$ cat src/rtl/imm_extend_buf.sv
// Two-entry in-order FIFO of extended immediates. The extension is computed
// combinationally from data_i/mode_i and stored on the accept edge.
module imm_extend_buf #(
    parameter int IN_W  = 16,
    parameter int OUT_W = 32
) (
    input  logic             clk_i,
    input  logic             rst_i,
    input  logic             valid_i,
    output logic             ready_o,
    input  logic [IN_W-1:0]  data_i,
    input  logic [1:0]       mode_i,
    output logic             valid_o,
    input  logic             ready_i,
    output logic [OUT_W-1:0] data_o,
    output logic [1:0]       count_o
);

    // Handshake: a transfer happens on a rising edge where valid and ready are
    // both 1 on the same side; ready_o and valid_o depend only on occupancy.

    generate
        if (IN_W < 1 || OUT_W < IN_W + 2) begin : g_bad_params
            $error("imm_extend_buf: OUT_W must be >= IN_W+2 and IN_W >= 1");
        end
    endgenerate

    logic [OUT_W-1:0] mem [2];
    logic             wr_ptr;
    logic             rd_ptr;
    logic [1:0]       count;
    logic             push;
    logic             pop;
    logic [OUT_W-1:0] sext;
    logic [OUT_W-1:0] ext;

    always_comb begin
        sext = {{(OUT_W-IN_W){data_i[IN_W-1]}}, data_i};
        ext  = '0;
        case (mode_i)
            2'b00:   ext = {{(OUT_W-IN_W){1'b0}}, data_i};
            2'b01:   ext = sext;
            2'b10:   ext = {data_i, {(OUT_W-IN_W){1'b0}}};
            default: ext = {sext[OUT_W-3:0], 2'b00};
        endcase
    end

    assign ready_o = (count != 2'd2);
    assign valid_o = (count != 2'd0);
    assign count_o = count;
    assign data_o  = valid_o ? mem[rd_ptr] : '0;
    assign push    = valid_i && ready_o;
    assign pop     = valid_o && ready_i;

    // A push into the free slot never touches the head, so data_o stays stable
    // under backpressure.
    always_ff @(posedge clk_i) begin
        if (!rst_i) begin
            mem[0] <= '0;
            mem[1] <= '0;
            wr_ptr <= 1'b0;
            rd_ptr <= 1'b0;
            count  <= 2'd0;
        end else begin
            if (push) begin
                mem[wr_ptr] <= ext;
                wr_ptr      <= ~wr_ptr;
            end
            if (pop) begin
                rd_ptr <= ~rd_ptr;
            end
            case ({push, pop})
                2'b10:   count <= count + 2'd1;
                2'b01:   count <= count - 2'd1;
                default: count <= count;
            endcase
        end
    end

endmodule
$ cat config.mk
export PLATFORM = sky130hd
export DESIGN_NAME = imm_extend_buf
export DESIGN_NICKNAME = d
export VERILOG_FILES = /design/src/rtl/imm_extend_buf.sv
export SDC_FILE = /design/constraint.sdc
export NUM_CORES = 1
export LEC_CHECK = 0
export ABC_AREA = 0
export CELL_PAD_IN_SITES_DETAIL_PLACEMENT = 0
export CELL_PAD_IN_SITES_GLOBAL_PLACEMENT = 1
export CORE_MARGIN = 10
export CORE_UTILIZATION = 40
export DETAILED_ROUTE_END_ITERATION = 12
export HOLD_SLACK_MARGIN = 0.08
export PLACE_DENSITY_LB_ADDON = 0.05
export SETUP_SLACK_MARGIN = 0.05
export SYNTH_ARGS = -nofsm -noshare
export SYNTH_HDL_FRONTEND = slang
export SYNTH_SLANG_ARGS = --single-unit
$ cat constraint.sdc
create_clock -name clk_i -period 6.68 [get_ports clk_i]
set_clock_uncertainty 0.15 [all_clocks]
set_input_delay 1.67 -clock clk_i [delete_from_list [all_inputs] [get_ports clk_i]]
set_output_delay 1.67 -clock clk_i [all_outputs]
set_load 0.005 [all_outputs]
; After elaboration in Yosys (flattened, before gate mapping)
; Memory sizes are Yosys's and may differ from the RTL's. A register that Yosys moved wholly into a read port is not among the register bits.
; Cells that the tools add are included.
[word_totals]
regBits = 4
ram_bits = 64
input_bits = 22
out_inout_bits = 36
memories = 1
[classes]
addsub = 2
eq_ne = 5
mux = 12
n_bitwise = 2
n_reduce_logical = 6
[memory_table]
columns = memory, words, word_bits, rd, rd_ports_with_merged_regs, wr, line_no
row1 = mem, 2, 32, 1, 1, 2, 28  ; logic [OUT_W-1:0] mem [2];
[op_table]
columns = operator, n
row1 = $pmux 32 s3, 1
row2 = $mux 32, 2
row3 = $reduce_or 32->1, 1
row4 = $mux 1, 8
row5 = $eq 2x1->1 const B, 2
row6 = $eq 2x2->1 const B, 2
row7 = $pmux 2 s2, 1
row8 = $reduce_bool 2->1, 2
row9 = $add 2x1->2 const B, 1
row10 = $logic_and 1x1->1, 2
row11 = $logic_not 2->1, 1
row12 = $ne 2x2->1 const B, 1
row13 = $not 1->1, 2
row14 = $sub 2x1->2 const B, 1

; Logic depth before layout (Yosys ltp)
; Gate-level depths: netlist of the first run.
[logic_depth]
depth_word = 7
ltp_mapped = 6
mapped_depth_nobuf = 6

; Least setup slack after synthesis of the first run
; No wires, ideal clock.
[synth_timing]
path_type = input port to flip-flop
start = in rst_i
end = mem mem[1][0] (enable)
setup_ns = 0.390
arrival_time_ns = 2.663
required_ns = 6.140
path_slack_ns = 3.477
cell_stages = 3
path_buffers = 1
path_cell_list = nand4_4 > buf_6 > nand2_1
[synth_rtl]
columns = element, line_no
row1 = start: declaration, 8  ; input logic rst_i,
row2 = end: declaration, 28

==> results of run 1 <==
## stage by stage
step                setup WS, ns  area (um2)  hold slack (ns)  util [%]
CTS                        2.476        4058           0.4419     49.88
global route               2.433        4058           0.4812     49.88
detailed placement         2.615        3913           0.4279     48.10
finish                     2.560        4058           0.4332     49.88
global placement           2.641        3913           0.4215     48.10
floorplan                  3.477        3326           0.3917         -
## state kept, by name, summed over array words and instances, names as in the netlist, named ones only
name     count
wr_ptr       1
count_o      2
mem         64
rd_ptr       1
## cell usage in the layout (no fill, tap or decap), types with 3 or more instances in the layout
master           count
a21oi_1             28
and2_1               5
buf_4                3
clkbuf_8             9
clkdlybuf4s50_1     57
dfxtp_1              4
edfxtp_1            64
mux2i_1             33
nand2_1              3
nor2_1              93
nor2_2               4
nor2b_1             14
o21ai_0              3
xnor2_1              3
## report_power, final
group,switching [mW],leakage (nW),internal (mW),total [mW]
Combinational,0.204,0.604,0.246,0.450
Sequential,0.0643,0.721,0.542,0.606
Clock,0.143,0.0768,0.127,0.270
## routing by layer
layer | share of wire (%) | GRT usage [%] | wire, um | vias to the layer above
li1 | - | - | - | 1096
met1 | 45 | 15.12 | 3456 | 1053
met2 | 48 | 19.03 | 3681 | 54
met3 | 5.4 | 3.247 | 411 | 4
met4 | 0.75 | 5.484 | 57 | 0
met5 | 0 | 0 | 0 | -
## worst paths after layout
path / from / end / slack, ns / depth (start not counted)
setup / recovery: flop / data_o[21] / 2.56 / 3
hold / removal: count_o[1] / count_o[1] / 0.43 / 2
setup reg to reg: count_o[0] / mem[1][22] / 4.43 / 4
hold reg to reg: count_o[1] / count_o[1] / 0.43 / 2
## cell type report
class                   count  area (um2)
repair buffers             60       593.1
clock buffers              10       127.6
fillers                   761        4076
flip-flops and latches     69        2023
multi-input cells         199        1157
inverters                   2       7.507
clock inverters             4       17.52
well taps                 105       131.4
## worst max-delay path, delay by kind of cell, from the launching register on
family,cells,cell delay (ns)
muxes,1,0.26
DFF,1,1.02
buffers and inverters,1,0.52
and+or+nand+nor,1,0.14
## cell families after synthesis
family	synth area share [%]
muxes	10.27
AOI/OAI and AO/OA	5.417
xor gates and xnor gates	0.7902
buffers and inverters	4.477
and+or+nand+nor	17.87
adders and majority gates	0.3762
DFF	60.80
==> results.ini, run 1 <==
[placed_design]
gp_congestion=0.7526
dp_cells=435
portBuffers=57
hpwl_mm=4.981

[final_layout]
layout.nets=364
drive_above_1_share_pct=6.977
fin_cells=449
area_growth_pct=22.01
antenna_cells=0

[power_and_ir_drop]
p_per_area_mw_per_mm2=327.1
cellLeakagePower_nw=1.402
p_total_mw=1.327
ir_worst_vdd_mv=0.2017

[floorplan]
start_util_pct=40.89
num_rows=33
die_x_um=111.2
dieArea_mm2=0.01236
fp.dieH_um=111.2
io_pins=58
core_mm2=0.008134

[worst_setup_path]
crit_chain=mux2i_1 > nor2_1 > clkdlybuf4s50_1
worst_ep_required_time_ns=4.86
start_kind=flop
max_stage_delay_ns=1.02
critPathSlowestCell=dfxtp_2
path_class=reg2out
crit_path_end_kind=primary output
crit_path_max_fanout=32
critPathArrivalTime_ns=2.30

[min_path]
hold_path_class=reg2reg

[global_route]
grt-ovfl-total=0
antenna_found_initial=0
grt_first_pass_wirelength_mm=12.01
grt_max_degree=34
grt_pass1_vias=2267
gr-usage-all-layers_pct=12.11

[synth]
syn-cell-area_mm2=0.003326
avgSynthCellArea_um2=11.51
synth_seq_cells=69
yosysMostFrequentCell=nor2_1
synth_top_area_cell=edfxtp_1
yosysUniqueCellTypes=28
syn-num-nets=312
netlist_instances=289
yosysWarnings=0
yosys.area.top_type_share_pct=57.79
synth_seq_area_share_pct=60.80
ys.flop_type=edfxtp_1
synth_edf_count=64
async_reset_ff_share_pct=0
synth_common_cells=nor2_1, edfxtp_1, mux2i_1, a21oi_1, nor2b_1
synth.area.top_cells=edfxtp_1, nor2_1, mux2i_1

[drt]
post-route-drc-count=0
vias=2207
drt-pass1-iter-count=4
avgViaCountPerCell=4.915
drt-total-wl_mm=7.606
ant_nets=0
wire_per_inst_um=16.94
drt_iter0_markers=178

[sta]
layout_min_cycle_time_ns=4.120
fin_crit_sh_pct=61.68
rsz0062_at_grt=false
hold_viol=0
fmax_ghz=0.2427
slew_violations=0
setup_violations=0
fin_tns_setup_ns=0
relSlewSlack_pct=30.01
worst_pin_slew_ns=1.050

[flow_run]
cap_viol_max_count=0

[clocking]
root_buffer=clkbuf_8
cts_num_sinks=69
cts.htree.levels=3
numCtsBuffers=9
clkTransAtPathRegs_ns=0.07
post_cts_resized=0
clockBufferDepth=2
cts_tree=yes
cts_setup_buffers=0
clk_latency_ns=0.33
cts_hold_buf=0

[status]
status=finished clean

(Power assumes the default switching activity.)
==> inputs of run 2 (changes only) <==
==> constraint.sdc (replaced) <==
create_clock -name clk_i -period 4.1 [get_ports clk_i]
set_clock_uncertainty 0.15 [all_clocks]
set_input_delay 1.025 -clock clk_i [delete_from_list [all_inputs] [get_ports clk_i]]
set_output_delay 1.025 -clock clk_i [all_outputs]
set_load 0.005 [all_outputs]
==> results.ini, run 2 (synthesis results as in run 1) <==
[drt]
vias=2213  ; +0.27%
post-route-drc-count=0  ; unchanged
drt-total-wl_mm=7.648  ; +0.55%
drt-pass1-iter-count=4  ; unchanged
avgViaCountPerCell=4.885  ; -0.61%
drt_iter0_markers=121  ; -32%
ant_nets=0  ; unchanged
wire_per_inst_um=16.88  ; -0.34%

[final_layout]
fin_cells=453  ; +0.89%
multiInputGateArea_mm2=0.001157  ; unchanged
top_register=mem
largest_reg_flops=64  ; unchanged
layout_common_cells=nor2_1, edfxtp_1, clkdlybuf4s50_1
final_common_cell=nor2_1
layout.filler_cells=774  ; +1.7%
drive_above_1_share_pct=8.046  ; +1.1 points
layout.nets=368  ; +1.1%
antenna_cells=0  ; unchanged
register_area_mm2=0.002023  ; unchanged
area_growth_pct=23.29

[sta]
relSlewSlack_pct=59.79  ; +30 points
slew_violations=0  ; unchanged
layout_setup_ws_ns=0.8950  ; -1.665 ns
fin_crit_sh_pct=78.17
fmax_ghz=0.3120
layout_min_cycle_time_ns=3.205
worst_pin_slew_ns=0.6032  ; -0.4467 ns
rsz0062_at_grt=false
hold_viol=0  ; unchanged
whs_ns=0.4431  ; +0.009932 ns
fin_tns_setup_ns=0  ; unchanged
setup_violations=0  ; unchanged

[flow_run]
cap_viol_max_count=0  ; unchanged

[placed_design]
gp_congestion=0.7566  ; +0.53%
dp_slack_ns=0.9077  ; -1.707 ns
dp_cells=439  ; +0.92%
portBuffers=57  ; unchanged
hpwl_mm=5.206  ; +4.5%

[floorplan]
dieArea_mm2=0.01236  ; unchanged
start_util_pct=40.89  ; unchanged
die_x_um=111.2  ; unchanged
core_mm2=0.008134  ; unchanged
fp.dieH_um=111.2  ; unchanged
io_pins=58  ; unchanged
num_rows=33  ; unchanged

[worst_setup_path]
max_stage_delay_ns=0.66  ; -0.36 ns
critPathArrivalTime_ns=2.03  ; -0.27 ns
crit_path_max_fanout=18  ; -44%
critPathSlowestCell=dfxtp_2
start_kind=flop
path_buf_inv=2  ; +1
crit_path_end_kind=primary output
crit_chain=buf_12 > mux2i_1 > nor2_1 > clkdlybuf4s50_1
worst_ep_required_time_ns=2.92  ; -1.94 ns
crit_family=buffers and inverters
path_class=reg2out
r2r-start=count_o[0]

[power_and_ir_drop]
p_total_mw=2.185  ; +65%
cellLeakagePower_nw=1.424  ; +1.6%
p_per_area_mw_per_mm2=532.8  ; +63%
ir_worst_vdd_mv=0.3639  ; +80%

[global_route]
gr-usage-all-layers_pct=12.50  ; +0.39 points
grtUsageMet3_pct=4.167  ; +0.92 points
grt_pass1_vias=2364  ; +4.3%
met2_usage_pct=19.89  ; +0.86 points
grt-ovfl-total=0  ; unchanged
grt_max_degree=34  ; unchanged
grt_util_met1_pct=15.41  ; +0.29 points
top_usage_layer=met2
antenna_found_initial=0  ; unchanged
grt_first_pass_wirelength_mm=12.54  ; +4.4%

[clocking]
clockBufferDepth=2  ; unchanged
cts.htree.levels=3  ; unchanged
cts_setup_buffers=0  ; unchanged
cts_num_sinks=69  ; unchanged
root_buffer=clkbuf_8
numCtsBuffers=9  ; unchanged
cts_tree=yes
clk_latency_ns=0.33  ; about the same
cts_hold_buf=0  ; unchanged
clkTransAtPathRegs_ns=0.07  ; about the same
post_cts_resized=0  ; unchanged

[min_path]
hp-start=count_o[1]
hold_path_class=reg2reg

[status]
status=finished clean

## run 2: changes by cell type in the layout (fill, tap and decap cells not counted)
cell,previous run,this run
buf_4,3,6
buf_12,0,1
## run 2: metrics by stage
stage               instance area (um2)  util, %
floorplan                          3326        -
global route                       4100    50.41
CTS                                4100    50.41
detailed placement                 3955    48.62
finish                             4100    50.41
global placement                   3955    48.62
## run 2: layout make-up
class                   count  area share [%]
clock buffers              10           3.113
clock inverters             4          0.4272
inverters                   2          0.1831
multi-input cells         199           28.23
flip-flops and latches     69           49.34
well taps                 105           3.204
repair buffers             64           15.50
## run 2: power breakdown
group	internal, mW	switching [mW]
combinational	0.420	0.367
sequential	0.884	0.0731
clock	0.207	0.233
## run 2: worst min-delay path, cell delays in order, from the launching register on
cell and delay, ns:
dfxtp_1 0.38, o21ai_0 0.11, a21boi_1 0.06
## run 2: metal layers
metal  share of wire, %  wire (um)  up-vias
li1                   -          -     1104
met1                 47       3558     1061
met2                 48       3636       43
met3                5.2        397        5
met4               0.73         56        0
met5                  0          0        -
## run 2: path summary, 6_finish.rpt
| path | slack (ns) | cells past startpoint | end |
|---|---|---|---|
| hold / removal | 0.44 | 2 | count_o[1] |
| setup / recovery | 0.89 | 4 | data_o[21] |
| hold reg to reg | 0.44 | 2 | count_o[1] |
| setup reg to reg | 1.99 | 5 | mem[1][16] |
==> inputs of run 3 (changes only) <==
==> constraint.sdc (replaced) <==
create_clock -name clk_i -period 3.12 [get_ports clk_i]
set_clock_uncertainty 0.15 [all_clocks]
set_input_delay 0.78 -clock clk_i [delete_from_list [all_inputs] [get_ports clk_i]]
set_output_delay 0.78 -clock clk_i [all_outputs]
set_load 0.005 [all_outputs]
==> results.ini, run 3 (synthesis results as in run 1) <==
[status]
status=finished clean

[floorplan]
dieArea_mm2=0.01236  ; unchanged
core_mm2=0.008134  ; unchanged
num_rows=33  ; unchanged
die_x_um=111.2  ; unchanged
start_util_pct=40.89  ; unchanged
io_pins=58  ; unchanged
fp.dieH_um=111.2  ; unchanged

[placed_design]
portBuffers=57  ; unchanged
hpwl_mm=5.220  ; +0.27%
gp_congestion=0.7234  ; -4.4%

[clocking]
post_cts_resized=1  ; +1
clk_latency_ns=0.34  ; about the same
cts_hold_buf=0  ; unchanged
clockBufferDepth=2  ; unchanged
cts_num_sinks=69  ; unchanged
cts.htree.levels=3  ; unchanged
root_buffer=clkbuf_8
numCtsBuffers=9  ; unchanged
clkTransAtPathRegs_ns=0.07  ; about the same
cts_tree=yes
cts_setup_buffers=0  ; unchanged

[worst_setup_path]
crit_family=buffers and inverters
critPathArrivalTime_ns=1.97  ; -0.06 ns
worst_r2r_path_depth=5  ; unchanged
critPathSlowestCell=clkdlybuf4s50_1
r2r-start=count_o[0]
r2r_slack_ns=1.26  ; -0.73 ns
path_class=reg2out
crit_chain=nor2_4 > buf_4 > nor2_1 > clkdlybuf4s50_1
regToRegEndpoint=count_o[1]
max_stage_delay_ns=0.46  ; -0.20 ns
critPathLaunch=count_o[1]
crit_path_end_kind=primary output
crit_path_max_fanout=18  ; unchanged
cp_num_cells=4  ; unchanged
worst_ep_required_time_ns=2.19  ; -0.73 ns
path_buf_inv=2  ; unchanged
start_kind=flop
crit_path_end=data_o[20]

[sta]
setup_violations=0  ; unchanged
fin_crit_sh_pct=92.95
fmax_ghz=0.3448
whs_ns=0.4360  ; -0.007104 ns
worst_pin_slew_ns=0.5306  ; -0.07253 ns
slew_violations=0  ; unchanged
fin_tns_setup_ns=0  ; unchanged
layout_min_cycle_time_ns=2.900
rsz0062_at_grt=false
relSlewSlack_pct=64.62  ; +4.8 points
hold_viol=0  ; unchanged

[drt]
vias=2294  ; +3.7%
ant_nets=0  ; unchanged
drt-pass1-iter-count=4  ; unchanged
avgViaCountPerCell=5.009  ; +2.5%
drt_iter0_markers=101  ; -17%
drt-total-wl_mm=7.711  ; +0.82%
post-route-drc-count=0  ; unchanged
wire_per_inst_um=16.84  ; -0.28%

[global_route]
grt_first_pass_wirelength_mm=12.45  ; -0.66%
grt-ovfl-total=0  ; unchanged
grt_max_degree=33  ; -2.9%
antenna_found_initial=0  ; unchanged
grt_pass1_vias=2441  ; +3.3%
gr-usage-all-layers_pct=12.58  ; +0.077 points

[final_layout]
layout.filler_cells=725  ; -6.3%
final_common_cell=nor2_1
drive_above_1_share_pct=9.915  ; +1.9 points
top_register=mem
antenna_cells=0  ; unchanged
layout_common_cells=nor2_1, edfxtp_1, clkdlybuf4s50_1
area_growth_pct=28.37
layout.nets=371  ; +0.82%
largest_reg_flops=64  ; unchanged

[power_and_ir_drop]
cellLeakagePower_nw=1.504  ; +5.6%
p_per_area_mw_per_mm2=764.7  ; +44%
ir_worst_vdd_mv=0.3612  ; -0.75%

[min_path]
hold_path_class=reg2reg

[flow_run]
cap_viol_max_count=0  ; unchanged

==> run 3: changes by cell type in the layout (fill, tap and decap cells not counted) <==
cell / previous run / this run
bufinv_16: 0 / 4
buf_12: 1 / 3
buf_4: 6 / 7
clkbuf_1: 1 / 0
clkinv_1: 2 / 1
clkinv_2: 2 / 1
clkinv_4: 0 / 1
nor2_2: 4 / 3
nor2_4: 0 / 1
==> run 3: through the flow <==
| stage | instance area [um2] | total power, mW | cells | setup slack [ns] | util [%] |
|---|---|---|---|---|---|
| global route | 4269 | 3.453 | 458 | 0.05623 | 52.48 |
| CTS | 4269 | 3.311 | 458 | 0.1738 | 52.48 |
| global placement | 4003 | 2.349 | 442 | 0.3747 | 49.21 |
| detailed placement | 4003 | 2.356 | 442 | 0.3084 | 49.21 |
| finish | 4269 | 3.264 | 458 | 0.2199 | 52.48 |
| floorplan | 3326 | 1.833 | 289 | 0.8072 | - |
==> run 3: metal layers <==
metal / vias to the layer above / wire length (um) / global-route usage (%)
met3: 12 / 485 / 3.355
met1: 1095 / 3390 / 14.41
met2: 70 / 3703 / 21.53
li1: 1117 / - / -
met5: - / 0 / 0
met4: 0 / 132 / 5.313
==> run 3: worst min path at each step <==
stage,start,endpoint,cells after the start
after floorplan,count_o[1],count_o[1],2
after global placement,count_o[1],count_o[1],2
after detailed placement,count_o[1],count_o[1],2
after CTS,rd_ptr,flop,2
after global routing,rd_ptr,flop,2
final,rd_ptr,flop,2
==> run 3: area by class of cell <==
type                            count  area [um2]  share of cell area (%)
Tap cell                          105       131.4                   3.077
Clock inverter                      7       137.6                   3.224
Multi-Input combinational cell    199        1162                   27.23
Inverter                            2       7.507                  0.1759
Timing Repair Buffer               67       683.2                   16.00
Sequential cell                    69        2023                   47.39
Clock buffer                        9       123.9                   2.902
==> run 3: worst reg2reg max path, stage by stage, from the launching register on <==
cell,delay (ns)
dfxtp_1,0.49
nand2b_4,0.25
nand2_1,0.07
ha_1,0.34
or3_1,0.35
a21boi_1,0.13
==> run 3: power breakdown <==
part	switching (mW)	total (mW)	internal, mW
sequential	0.0872	1.25	1.16
clock	0.339	0.948	0.609
combinational	0.508	1.07	0.562
total	0.934	3.26	2.33
